File: config.mk
export PLATFORM = sky130hd
export DESIGN_NAME = regfile_param
export DESIGN_NICKNAME = d
export VERILOG_FILES = /design/src/rtl/regfile_param.sv
export SDC_FILE = /design/constraint.sdc
export NUM_CORES = 1
export LEC_CHECK = 0
export CAP_MARGIN = 20
export CORE_MARGIN = 4
export CORE_UTILIZATION = 39
export DETAILED_ROUTE_END_ITERATION = 10
export PLACE_DENSITY_LB_ADDON = 0.12
export SETUP_SLACK_MARGIN = 0.02
export SYNTH_ARGS = -nofsm -noshare
export SYNTH_HDL_FRONTEND = slang
export SYNTH_SLANG_ARGS = --single-unit
File: constraint.sdc
create_clock -name clk -period 2.4 [get_ports clk]
set_clock_uncertainty 0.05 [all_clocks]
set_input_delay 0.24 -clock clk [delete_from_list [all_inputs] [get_ports clk]]
set_output_delay 0.24 -clock clk [all_outputs]
set_load 0.005 [all_outputs]
File: src/rtl/regfile_param.sv
// Parametrised 2-read/1-write register file with a post-reset clear engine, zero register and bypass.
// Read latency RD_LAT (0 or 1). Writes are dropped while ready is low, and each drop raises wr_drop for one cycle.
module regfile_param #(
    parameter int WIDTH    = 16,
    parameter int DEPTH    = 8,
    parameter int AW       = $clog2(DEPTH),
    parameter int ZERO_REG = 1,
    parameter int BYPASS   = 1,
    parameter int RD_LAT   = 0
) (
    input  logic             clk,
    input  logic             rst,
    input  logic [AW-1:0]    regA,
    input  logic [AW-1:0]    regB,
    input  logic [AW-1:0]    Destreg,
    input  logic [WIDTH-1:0] Data,
    input  logic             en,
    output logic [WIDTH-1:0] contRegA,
    output logic [WIDTH-1:0] contRegB,
    output logic             ready,
    output logic             wr_drop
);

    localparam logic [0:0] CLEAR = 1'b0;
    localparam logic [0:0] RUN   = 1'b1;

    logic [0:0]       state;
    logic [AW-1:0]    ptr;
    logic [WIDTH-1:0] mem [DEPTH];

    logic             wr_en;
    logic [AW-1:0]    wr_addr;
    logic [WIDTH-1:0] wr_data;

    logic [AW-1:0]    raddr   [2];
    logic [WIDTH-1:0] rd_comb [2];

    assign ready = (state == RUN);

    always_ff @(posedge clk) begin
        if (rst) begin
            state   <= CLEAR;
            ptr     <= '0;
            wr_drop <= 1'b0;
        end else begin
            wr_drop <= en && !ready;
            if (state == CLEAR) begin
                ptr <= ptr + AW'(1);
                if (ptr == AW'(DEPTH - 1)) begin
                    state <= RUN;
                end
            end
        end
    end

    // The clear engine and writeback share the one array write port.
    always_comb begin
        wr_en   = 1'b0;
        wr_addr = Destreg;
        wr_data = Data;
        if (state == CLEAR) begin
            wr_en   = !rst;
            wr_addr = ptr;
            wr_data = '0;
        end else if (en && !rst && !(ZERO_REG != 0 && Destreg == '0)) begin
            wr_en = 1'b1;
        end
    end

    always_ff @(posedge clk) begin
        if (wr_en) begin
            mem[wr_addr] <= wr_data;
        end
    end

    assign raddr[0] = regA;
    assign raddr[1] = regB;

    always_comb begin
        for (int p = 0; p < 2; p++) begin
            rd_comb[p] = mem[raddr[p]];
            if (BYPASS != 0 && en && Destreg == raddr[p]) begin
                rd_comb[p] = Data;
            end
            if (!ready || (ZERO_REG != 0 && raddr[p] == '0)) begin
                rd_comb[p] = '0;
            end
        end
    end

    generate
        if (RD_LAT == 0) begin : g_comb_rd
            assign contRegA = rd_comb[0];
            assign contRegB = rd_comb[1];
        end else begin : g_reg_rd
            always_ff @(posedge clk) begin
                if (rst) begin
                    contRegA <= '0;
                    contRegB <= '0;
                end else begin
                    contRegA <= rd_comb[0];
                    contRegB <= rd_comb[1];
                end
            end
        end
    endgenerate

endmodule

==> results of run 1 <==
==> registers in the layout, indices dropped and copies added (netlist names) <==
register	count
ptr	3
wr_drop	1
mem	128
ready	1
==> placed cells by master, fill, tap and decap left out, types with 2 or more instances in the layout <==
master	n
sky130_fd_sc_hd__buf_12	11
sky130_fd_sc_hd__buf_8	3
sky130_fd_sc_hd__buf_2	3
sky130_fd_sc_hd__mux4_2	21
sky130_fd_sc_hd__dlymetal6s2s_1	9
sky130_fd_sc_hd__edfxtp_1	128
sky130_fd_sc_hd__clkinvlp_4	4
sky130_fd_sc_hd__nor3b_1	2
sky130_fd_sc_hd__or2_4	2
sky130_fd_sc_hd__clkdlybuf4s50_1	20
sky130_fd_sc_hd__and4_4	2
sky130_fd_sc_hd__bufinv_16	5
sky130_fd_sc_hd__buf_6	6
sky130_fd_sc_hd__o22ai_2	5
sky130_fd_sc_hd__mux4_1	13
sky130_fd_sc_hd__dfxtp_1	4
sky130_fd_sc_hd__and2_1	16
sky130_fd_sc_hd__nor2b_1	3
sky130_fd_sc_hd__dlygate4sd2_1	27
sky130_fd_sc_hd__nand2_1	3
sky130_fd_sc_hd__buf_4	68
sky130_fd_sc_hd__nor3_2	4
sky130_fd_sc_hd__clkbuf_16	17
sky130_fd_sc_hd__o22ai_1	25
sky130_fd_sc_hd__xnor2_1	3
sky130_fd_sc_hd__clkbuf_1	2
sky130_fd_sc_hd__ha_1	2
sky130_fd_sc_hd__nor3_1	27
sky130_fd_sc_hd__a211oi_1	17
sky130_fd_sc_hd__nand2b_4	2
sky130_fd_sc_hd__clkinv_1	2
sky130_fd_sc_hd__xnor2_2	3
sky130_fd_sc_hd__a211oi_2	15
sky130_fd_sc_hd__mux2i_1	64
sky130_fd_sc_hd__nor2_1	45
sky130_fd_sc_hd__a31oi_1	2
sky130_fd_sc_hd__a21oi_1	4
==> worst reg2reg max path, cell delays in order (launching register included) <==
cell and delay (ns):
sky130_fd_sc_hd__dfxtp_2 0.36, sky130_fd_sc_hd__buf_12 0.17, sky130_fd_sc_hd__or2_2 0.31, sky130_fd_sc_hd__a21oi_1 0.21, sky130_fd_sc_hd__nor2b_1 0.23, sky130_fd_sc_hd__buf_4 0.24
==> power by group through the flow <==
stage | clock network [W] | registers (W) | logic [W]
detailed placement | 0 | 0.00266 | 0.000623
CTS | 0.00285 | 0.00262 | 0.000674
global route | 0.00297 | 0.00262 | 0.000727
finish | 0.00280 | 0.00262 | 0.000683
global placement | 0 | 0.00266 | 0.000620
floorplan | 0 | 0.00266 | 0.000356
==> through the flow <==
| step | utilization | worst slack (ns) | total power, W | cell area [um2] |
|---|---|---|---|---|
| 3_3_place_gp | 0.475 | -0.463 | 0.00328 | 8210 |
| 5_1_grt | 0.527 | 0.0345 | 0.00632 | 9110 |
| 2_1_floorplan | - | 0.153 | 0.00301 | 6870 |
| 6_report | 0.527 | 0.0965 | 0.00610 | 9110 |
| 3_5_place_dp | 0.475 | -0.488 | 0.00329 | 8210 |
| 4_1_cts | 0.522 | 0.0212 | 0.00614 | 9040 |
==> kinds of logic (layout without fill, tap and decap cells) <==
kind of cell / count (synthesis) / after routing
flops: 133 / 133
mux: 98 / 98
xor+xnor: 6 / 6
compound gates: 71 / 71
simple gates: 113 / 113
fa+ha+maj: 2 / 2
buf+inv: 42 / 184
==> layer usage <==
| metal | GRT usage | vias to the layer above | share of wire |
|---|---|---|---|
| met5 | 0 | - | 0 |
| met4 | 0.0643 | 0 | 0.015 |
| met3 | 0.0468 | 26 | 0.061 |
| met2 | 0.336 | 138 | 0.50 |
| met1 | 0.264 | 2328 | 0.43 |
| li1 | - | 2137 | - |
==> path summary, 6_finish.rpt <==
| kind | end | cells past startpoint | start | slack, ns |
|---|---|---|---|---|
| worst max register to register | mem[6][8]$_DFFE_PP_ | 5 | ready$_SDFF_PP0_ | 0.52 |
| worst min-delay path | ptr[0]$_SDFFE_PP0N_ | 2 | ptr[0]$_SDFFE_PP0N_ | 0.47 |
| worst max-delay path | contRegA[6] | 6 | regA[0] | 0.1 |
| worst min register to register | ptr[0]$_SDFFE_PP0N_ | 2 | ptr[0]$_SDFFE_PP0N_ | 0.47 |
==> layout make-up <==
cell class,instances,area [um2]
fillers,1460,8180
flip-flops and latches,133,3950
multi-input cells,290,2780
repair buffers,151,1470
clock buffers,19,433
well taps,225,282
clock inverters,13,205
inverters,1,3.75
==> timing repair <==
| action | 4_1_cts | 5_1_grt |
|---|---|---|
| gates cloned | 2 | 0 |
| gates resized for setup | 78 | 22 |
| setup buffers | 3 | 2 |
| endpoints found under the setup margin | 32 | 22 |
| endpoints found under the hold margin | 0 | 0 |
| pin swaps | 14 | 5 |
==> metrics.csv, run 1 <==
metric,value,unit
status,"finished, final reports clean",
viasPerCell,5.56,
routed_wire_length_per_instance,23.5,um
report.final.hold_viol_count,0,
synthSimpleGateAreaFrac,0.0838,
finalWirelength,19.6,mm
final.period_utilization,0.960,
flop_pwr_share,0.429,
synth_commonest_cells,"sky130_fd_sc_hd__edfxtp_1 (128), sky130_fd_sc_hd__mux2i_1 (64), sky130_fd_sc_hd__nor2_1 (45)",
worst_setup_path_end_kind,output port,
areal_power_density_over_the_cells,670,mW/mm2
dominant_delay_contributor_by_cell_family_on_the_critical_path,buffers and inverters,
clockPowerShare,0.459,
antennaDiodeCount,0,
area_growth_syn_to_layout,32.7,%
synth_cell_types,38,
max_cap_violations,0,
cts_buffers,17,
cp.required,2.11,ns
place_inst,793,
unrepaired_setup_endpoints_after_global_routing,false,
timing.hold.worst.class,flip-flop to flip-flop,
globalRoute.totalOverflow,0,
overall_track_demand_over_capacity_in_global_routing,0.202,
initial_core_util,0.397,
grt_antenna_before_repair,0,
grt_start_max_net_pins,33,
crit_slowest_cell,sky130_fd_sc_hd__mux4_1,
fp.dieArea,0.0198,mm2
critical_path.max_stage_delay,0.60,ns
final_max_slew_viol_count,0,
clock_tree_from_tritoncts,built,
io_buffers,61,
die-width,141,um
pwr-share-comb,0.112,
rows,48,
number_of_design_rule_violations_left_by_the_first_detailed_router_iteration,393,
timing.slew.headroom,0.785,
synth_top_family_by_area,multiplexers,
crit_path_max_fanout,7,
post_synth.cell_area_avg,14.8,um2
clk_transition_reported_paths,0.06,ns
synth_compound_gate_area_share,0.0709,
place.detailed.hpwl,13.6,mm
clock_tree.htree_level_count,4,
fp.coreArea,0.0173,mm2
final_period_minus_worst_setup_slack,2.30,ns
finalSetupTns,0,ns
floorplan.die.height,141,um
netSwitchingFraction,0.220,
synth_largest_type_area_fraction,0.560,
drt_pass1_iterations,4,
worst-path-buf-inv,3,
postSynthRegisterBits,133,
net_switching_component_of_the_power,0.00134,W
highest_attainable_clock_frequency,0.434,GHz
detail_route_antenna_nets,0,
count_of_flip_flops_with_a_built_in_enable_after_synthesis,128,
finish.net_count,624,
grt_pass1_wl,29.7,mm
cts_root_buffer,sky130_fd_sc_hd__clkbuf_16,
post_synth_xor_area_fraction,0.00765,
synth_warnings,0,
worst_hold_slack,0.471,ns
final_std_cells_w_o_fill,832,
hold_buffers,0,
cell_internal_pwr,0.00476,W
cp_cell_sequence,clkdlybuf4s15_1 > bufbuf_16 > mux4_1 > a211oi_2 > nor3_1 > dlygate4sd2_1,
clk-insertion-delay-late,0.42,ns
setup.worst_path.class,input pin to output port,
cts.sinks,133,
synth_seq_area_share,0.574,
place.gp.congestion,0.761,
grt_pass1_vias,4909,
routed-via-count,4629,
synth_mux_area_frac,0.216,
cts-root-to-sink-buffers,2,
syn-num-nets,495,
synth_area,0.00687,mm2
worst_ep_arrival_time,2.01,ns
setup_viol_count_final,0,
pin_slew_with_the_least_headroom_to_its_limit,0.320,ns
synth_ff_type,sky130_fd_sc_hd__edfxtp_1,
final_layout_size_suffix_gt1_frac,0.298,
remaining_drc_errors,0,
critPathLaunchType,input pin,
synthTopCellsByArea,"sky130_fd_sc_hd__edfxtp_1 (56%), sky130_fd_sc_hd__mux2i_1 (9.3%), sky130_fd_sc_hd__mux4_1 (7.7%)",
worst_ir_drop_vdd,0.590,mV
syn-instance-count,465,
synth_area_leader_cell,sky130_fd_sc_hd__edfxtp_1,
pin_count,62,
power.leakage,3.64,nW
yosys.area_share.adder,0.00364,
yosysMostFrequentCell,sky130_fd_sc_hd__edfxtp_1,
async_flop_share,0,
(Power assumes the default switching activity.)
==> inputs of run 2 (changes only) <==
RECOVER_POWER = 25   (was default)
==> run 2 against run 1 <==
  * Non-clock buffer count is the same
  * Combinational power barely moved
  * Global-route usage unchanged
  * Via count up 1.0%
  * Die area is the same
  * First-iteration DRC count is the same
  * Largest cell class unchanged
==> metrics.csv, run 2 (same netlist as run 1, synthesis figures left out) <==
metric,value,unit,change
status,"finished, final reports clean",,
worst_setup_path_end_kind,output port,,
areal_power_density_over_the_cells,671,mW/mm2,+0.10%
power.leakage,3.63,nW,-0.40%
layout_commonest_cell,sky130_fd_sc_hd__edfxtp_1,,
pin_count,62,,unchanged
globalRoute.totalOverflow,0,,unchanged
final_layout_size_suffix_gt1_frac,0.297,,-0.00165
post-route-cell-area,0.00911,mm2,about the same
dpl-instance-area,0.00821,mm2,unchanged
floorplan.die.height,141,um,unchanged
routed_wire_length_per_instance,23.5,um,about the same
grt_pass1_vias,4909,,unchanged
overall_track_demand_over_capacity_in_global_routing,0.202,,unchanged
cts_buffers,17,,unchanged
finalWirelength,19.6,mm,about the same
final.period_utilization,0.958,,-0.00168
clk-insertion-delay-late,0.42,ns,about the same
remaining_drc_errors,0,,unchanged
fp.dieArea,0.0198,mm2,unchanged
die-width,141,um,unchanged
crit_path_max_fanout,7,,unchanged
place.detailed.hpwl,13.6,mm,unchanged
number_of_design_rule_violations_left_by_the_first_detailed_router_iteration,393,,unchanged
worst_ir_drop_vdd,0.590,mV,about the same
grt_pass1_wl,29.7,mm,unchanged
finish.net_count,624,,unchanged
clock_tree.htree_level_count,4,,unchanged
critPathLaunchType,input pin,,
worst_ep_arrival_time,2.01,ns,about the same
most-common-layout-cells,"sky130_fd_sc_hd__edfxtp_1 (128), sky130_fd_sc_hd__buf_4 (67), sky130_fd_sc_hd__mux2i_1 (64)",,
pre_cts_slack,-0.488,ns,unchanged
io_buffers,61,,unchanged
registers.top_by_ff_count,mem,,
report.final.hold_viol_count,0,,unchanged
routed-via-count,4677,,+1.0%
grt_start_max_net_pins,33,,unchanged
clk_transition_reported_paths,0.06,ns,about the same
top_regs,"mem (128), ptr (3)",,
viasPerCell,5.62,,+1.0%
timing.slew.headroom,0.721,,-0.0645
cp.required,2.11,ns,about the same
initial_core_util,0.397,,unchanged
max_cap_violations,0,,unchanged
grt_antenna_before_repair,0,,unchanged
post-route-worst-setup-slack,0.101,ns,+0.00403 ns
cts.sinks,133,,unchanged
area_growth_syn_to_layout,32.6,%,about the same
drt_pass1_iterations,5,,+1
highest_attainable_clock_frequency,0.435,GHz,+0.18%
fp.coreArea,0.0173,mm2,unchanged
cts_root_buffer,sky130_fd_sc_hd__clkbuf_16,,
setup_viol_count_final,0,,unchanged
unrepaired_setup_endpoints_after_global_routing,false,,
worst_hold_slack,0.471,ns,-0.0000470 ns
setup.worst_path.class,input pin to output port,,
cts-root-to-sink-buffers,2,,unchanged
pin_slew_with_the_least_headroom_to_its_limit,0.418,ns,+0.0988 ns
antennaDiodeCount,0,,unchanged
final_max_slew_viol_count,0,,unchanged
timing.hold.worst.class,flip-flop to flip-flop,,
detail_route_antenna_nets,0,,unchanged
hold_buffers,0,,unchanged
rows,48,,unchanged
clock_tree_from_tritoncts,built,,
final_period_minus_worst_setup_slack,2.30,ns,-0.00403 ns
place.gp.congestion,0.761,,unchanged
max_ffs_per_register,128,,unchanged
## run 2: final cells by class
cell class	count	area (um2)
Clock buffer	19	433
Timing Repair Buffer	151	1460
Clock inverter	13	205
Tap cell	225	282
Sequential cell	133	3950
Inverter	1	3.75
Fill cell	1459	8190
Multi-Input combinational cell	290	2780
## run 2: layer usage
metal / global-route usage / share of wire / up-vias / routed length (um)
li1: - / - / 2142 / -
met1: 0.264 / 0.44 / 2357 / 8540
met2: 0.336 / 0.49 / 140 / 9670
met3: 0.0468 / 0.051 / 38 / 1000
met4: 0.0643 / 0.018 / 0 / 352
met5: 0 / 0 / - / 0
## run 2: what timing repair did
action | in CTS | in global routing
buffers inserted | 3 | 2
gates cloned | 2 | 0
endpoints found under the setup margin | 32 | 22
gates resized for setup | 78 | 22
pin swaps | 14 | 5
## run 2: critical path: stages
cell	delay, ns
sky130_fd_sc_hd__clkdlybuf4s15_1	0.26
sky130_fd_sc_hd__bufbuf_16	0.31
sky130_fd_sc_hd__mux4_1	0.60
sky130_fd_sc_hd__a211oi_2	0.26
sky130_fd_sc_hd__nor3_1	0.07
sky130_fd_sc_hd__dlygate4sd2_1	0.26
## run 2: report_power, final
| group | internal [W] | switching [W] |
|---|---|---|
| clock network | 0.00184 | 0.000971 |
| logic | 0.000337 | 0.000345 |
| registers | 0.00259 | 0.0000303 |
| total | 0.00476 | 0.00135 |
## run 2: final timing paths
path,endpoint,start,depth (start not counted),slack [ns]
max,contRegA[6],regA[0],6,0.10
min,ptr[0]$_SDFFE_PP0N_,ptr[0]$_SDFFE_PP0N_,2,0.47
max reg2reg,mem[4][15]$_DFFE_PP_,ready$_SDFF_PP0_,5,0.52
min reg2reg,ptr[0]$_SDFFE_PP0N_,ptr[0]$_SDFFE_PP0N_,2,0.47
## run 2: per-stage QoR
stage / instances / utilization / total power [W] / setup TNS, ns
CTS: 830 / 0.522 / 0.00614 / 0
finish: 832 / 0.527 / 0.00611 / 0
global placement: 793 / 0.475 / 0.00328 / -10.78
global route: 832 / 0.527 / 0.00632 / 0
floorplan: 465 / - / 0.00301 / 0
detailed placement: 793 / 0.475 / 0.00329 / -11.74
==> inputs of run 3 (changes only) <==
MAX_ROUTING_LAYER = met4   (was default)
TNS_END_PERCENT = 50   (was default)
==> run 3 against run 2 <==
  * Sequential share of layout area about the same
  * Cell area is essentially flat
  * Combinational power is essentially flat
  * Cell count down 0.24%
  * Via count decreased by 1.2%
  * Maximum frequency decreased by 1.9%
  * First-iteration DRC count increased by 2.5%
  * Register-to-register slack hardly changed
  * Worst hold slack improved by 0.00087 ns
  * Global-route usage grew 0.54 points
  * Non-clock buffer count down 2
  * Die area unchanged
  * Critical path type is now flip-flop to output port
==> metrics.csv, run 3 (same netlist as run 1, synthesis figures left out) <==
metric,value,unit,change
areal_power_density_over_the_cells,671,mW/mm2,about the same
die-width,141,um,unchanged
floorplan.die.height,141,um,unchanged
cts-root-to-sink-buffers,2,,unchanged
overall_track_demand_over_capacity_in_global_routing,0.208,,+0.00542
fp.dieArea,0.0198,mm2,unchanged
place_inst,793,,unchanged
io_buffers,61,,unchanged
pin_count,62,,unchanged
cell_internal_pwr,0.00476,W,about the same
critPathLaunchType,flip-flop,,
worst_ep_arrival_time,2.05,ns,+0.04 ns
worst_hold_slack,0.472,ns,+0.000866 ns
grt_pass1_vias,4878,,-0.63%
worst-path-buf-inv,1,,-2
final_max_slew_viol_count,0,,unchanged
final_std_cells_w_o_fill,830,,-0.24%
flop_pwr_share,0.429,,about the same
globalRoute.totalOverflow,0,,unchanged
report.final.hold_viol_count,0,,unchanged
max_ffs_per_register,128,,unchanged
place.detailed.hpwl,13.6,mm,unchanged
rows,48,,unchanged
worst_ir_drop_vdd,0.590,mV,about the same
clk_transition_reported_paths,0.06,ns,about the same
top_regs,"mem (128), ptr (3)",,
routed_wire_length_per_instance,23.5,um,about the same
post-route-worst-setup-slack,0.0566,ns,-0.0439 ns
cp_cell_sequence,mux4_2 > a211oi_2 > nor3_1 > clkdlybuf4s50_1,,
clock_tree.htree_level_count,4,,unchanged
highest_attainable_clock_frequency,0.427,GHz,-1.9%
clockPowerShare,0.459,,about the same
crit_slowest_cell,sky130_fd_sc_hd__mux4_2,,
registers.top_by_ff_count,mem,,
final_layout_size_suffix_gt1_frac,0.296,,-0.000673
clk-insertion-delay-late,0.42,ns,about the same
setup_viol_count_final,0,,unchanged
timing.hold.worst.class,flip-flop to flip-flop,,
cts_buffers,17,,unchanged
status,"finished, final reports clean",,
viasPerCell,5.57,,-1.0%
timing.slew.headroom,0.718,,-0.00251
pwr-share-comb,0.112,,about the same
cts_root_buffer,sky130_fd_sc_hd__clkbuf_16,,
area_growth_syn_to_layout,32.5,%,about the same
clock_tree_from_tritoncts,built,,
fillers,1458,,-0.069%
dominant_delay_contributor_by_cell_family_on_the_critical_path,multiplexers,,
cts.sinks,133,,unchanged
place.gp.congestion,0.771,,+1.3%
final.period_utilization,0.976,,+0.0183
antennaDiodeCount,0,,unchanged
initial_core_util,0.397,,unchanged
power.leakage,3.59,nW,-1.0%
finish.net_count,622,,-0.32%
hold_buffers,0,,unchanged
grt_pass1_wl,29.5,mm,-0.51%
layout_commonest_cell,sky130_fd_sc_hd__edfxtp_1,,
critical_path.max_stage_delay,0.48,ns,-0.12 ns
netSwitchingFraction,0.220,,-0.000634
setup.worst_path.class,flip-flop to output port,,
finalSetupTns,0,ns,unchanged
finalWirelength,19.5,mm,-0.23%
crit_path_max_fanout,2,,-5
grt_antenna_before_repair,0,,unchanged
final_period_minus_worst_setup_slack,2.34,ns,+0.0439 ns
net_switching_component_of_the_power,0.00134,W,-0.34%
worst_setup_path_end_kind,output port,,
number_of_design_rule_violations_left_by_the_first_detailed_router_iteration,403,,+2.5%
routed-via-count,4619,,-1.2%
fp.coreArea,0.0173,mm2,unchanged
pre_cts_slack,-0.488,ns,unchanged
unrepaired_setup_endpoints_after_global_routing,true,,
most-common-layout-cells,"sky130_fd_sc_hd__edfxtp_1 (128), sky130_fd_sc_hd__buf_4 (66), sky130_fd_sc_hd__mux2i_1 (64)",,
grt_start_max_net_pins,33,,unchanged
cp.required,2.11,ns,about the same
max_cap_violations,0,,unchanged
ff2ff_setup_slack,0.51,ns,about the same
remaining_drc_errors,0,,unchanged
detail_route_antenna_nets,0,,unchanged
drt_pass1_iterations,5,,unchanged
pin_slew_with_the_least_headroom_to_its_limit,0.422,ns,+0.00376 ns
-- run 3: metrics by stage --
step	area [um2]	power, W	utilization
after floorplan	6870	0.00301	-
after global placement	8210	0.00328	0.475
after detailed placement	8210	0.00329	0.475
after CTS	9020	0.00614	0.522
after global routing	9100	0.00632	0.526
final	9100	0.00610	0.526
-- run 3: final cells by class --
class	instances	area [um2]	share of cell area
flip-flops and latches	133	3950	0.433
multi-input cells	290	2790	0.307
repair buffers	149	1440	0.158
clock buffers	19	433	0.0476
well taps	225	282	0.0309
clock inverters	13	205	0.0225
inverters	1	3.75	0.000412
-- run 3: tightest hold or removal path: stages (launching register included) --
cell and delay [ns]:
sky130_fd_sc_hd__dfxtp_1 0.35, sky130_fd_sc_hd__nand2_1 0.08, sky130_fd_sc_hd__a21oi_1 0.05
-- run 3: timing repair --
action / in CTS / in global routing
gates cloned: 2 / 0
hold endpoints to repair: 0 / 0
gates resized for setup: 71 / 26
setup endpoints to repair: 32 / 24
setup buffers: 3 / 0
pin swaps: 12 / 3
-- run 3: worst paths after layout --
check | from | end | cells past startpoint
hold / removal | ptr[0]$_SDFFE_PP0N_ | ptr[0]$_SDFFE_PP0N_ | 2
setup reg to reg | ready$_SDFF_PP0_ | mem[4][15]$_DFFE_PP_ | 5
setup / recovery | mem[4][3]$_DFFE_PP_ | contRegB[3] | 4
hold reg to reg | ptr[0]$_SDFFE_PP0N_ | ptr[0]$_SDFFE_PP0N_ | 2
-- run 3: routing by layer --
layer | global-route usage | vias up | share of wire
li1 | - | 2136 | -
met1 | 0.265 | 2322 | 0.44
met2 | 0.335 | 126 | 0.50
met3 | 0.0444 | 35 | 0.041
met4 | 0.0643 | 0 | 0.019
met5 | - | - | 0
-- run 3: power groups by stage --
stage	Sequential (W)	Clock [W]	Combinational [W]
after floorplan	0.00266	0	0.000356
after global placement	0.00266	0	0.000620
after detailed placement	0.00266	0	0.000623
after CTS	0.00262	0.00285	0.000670
after global routing	0.00262	0.00297	0.000729
final	0.00262	0.00280	0.000684
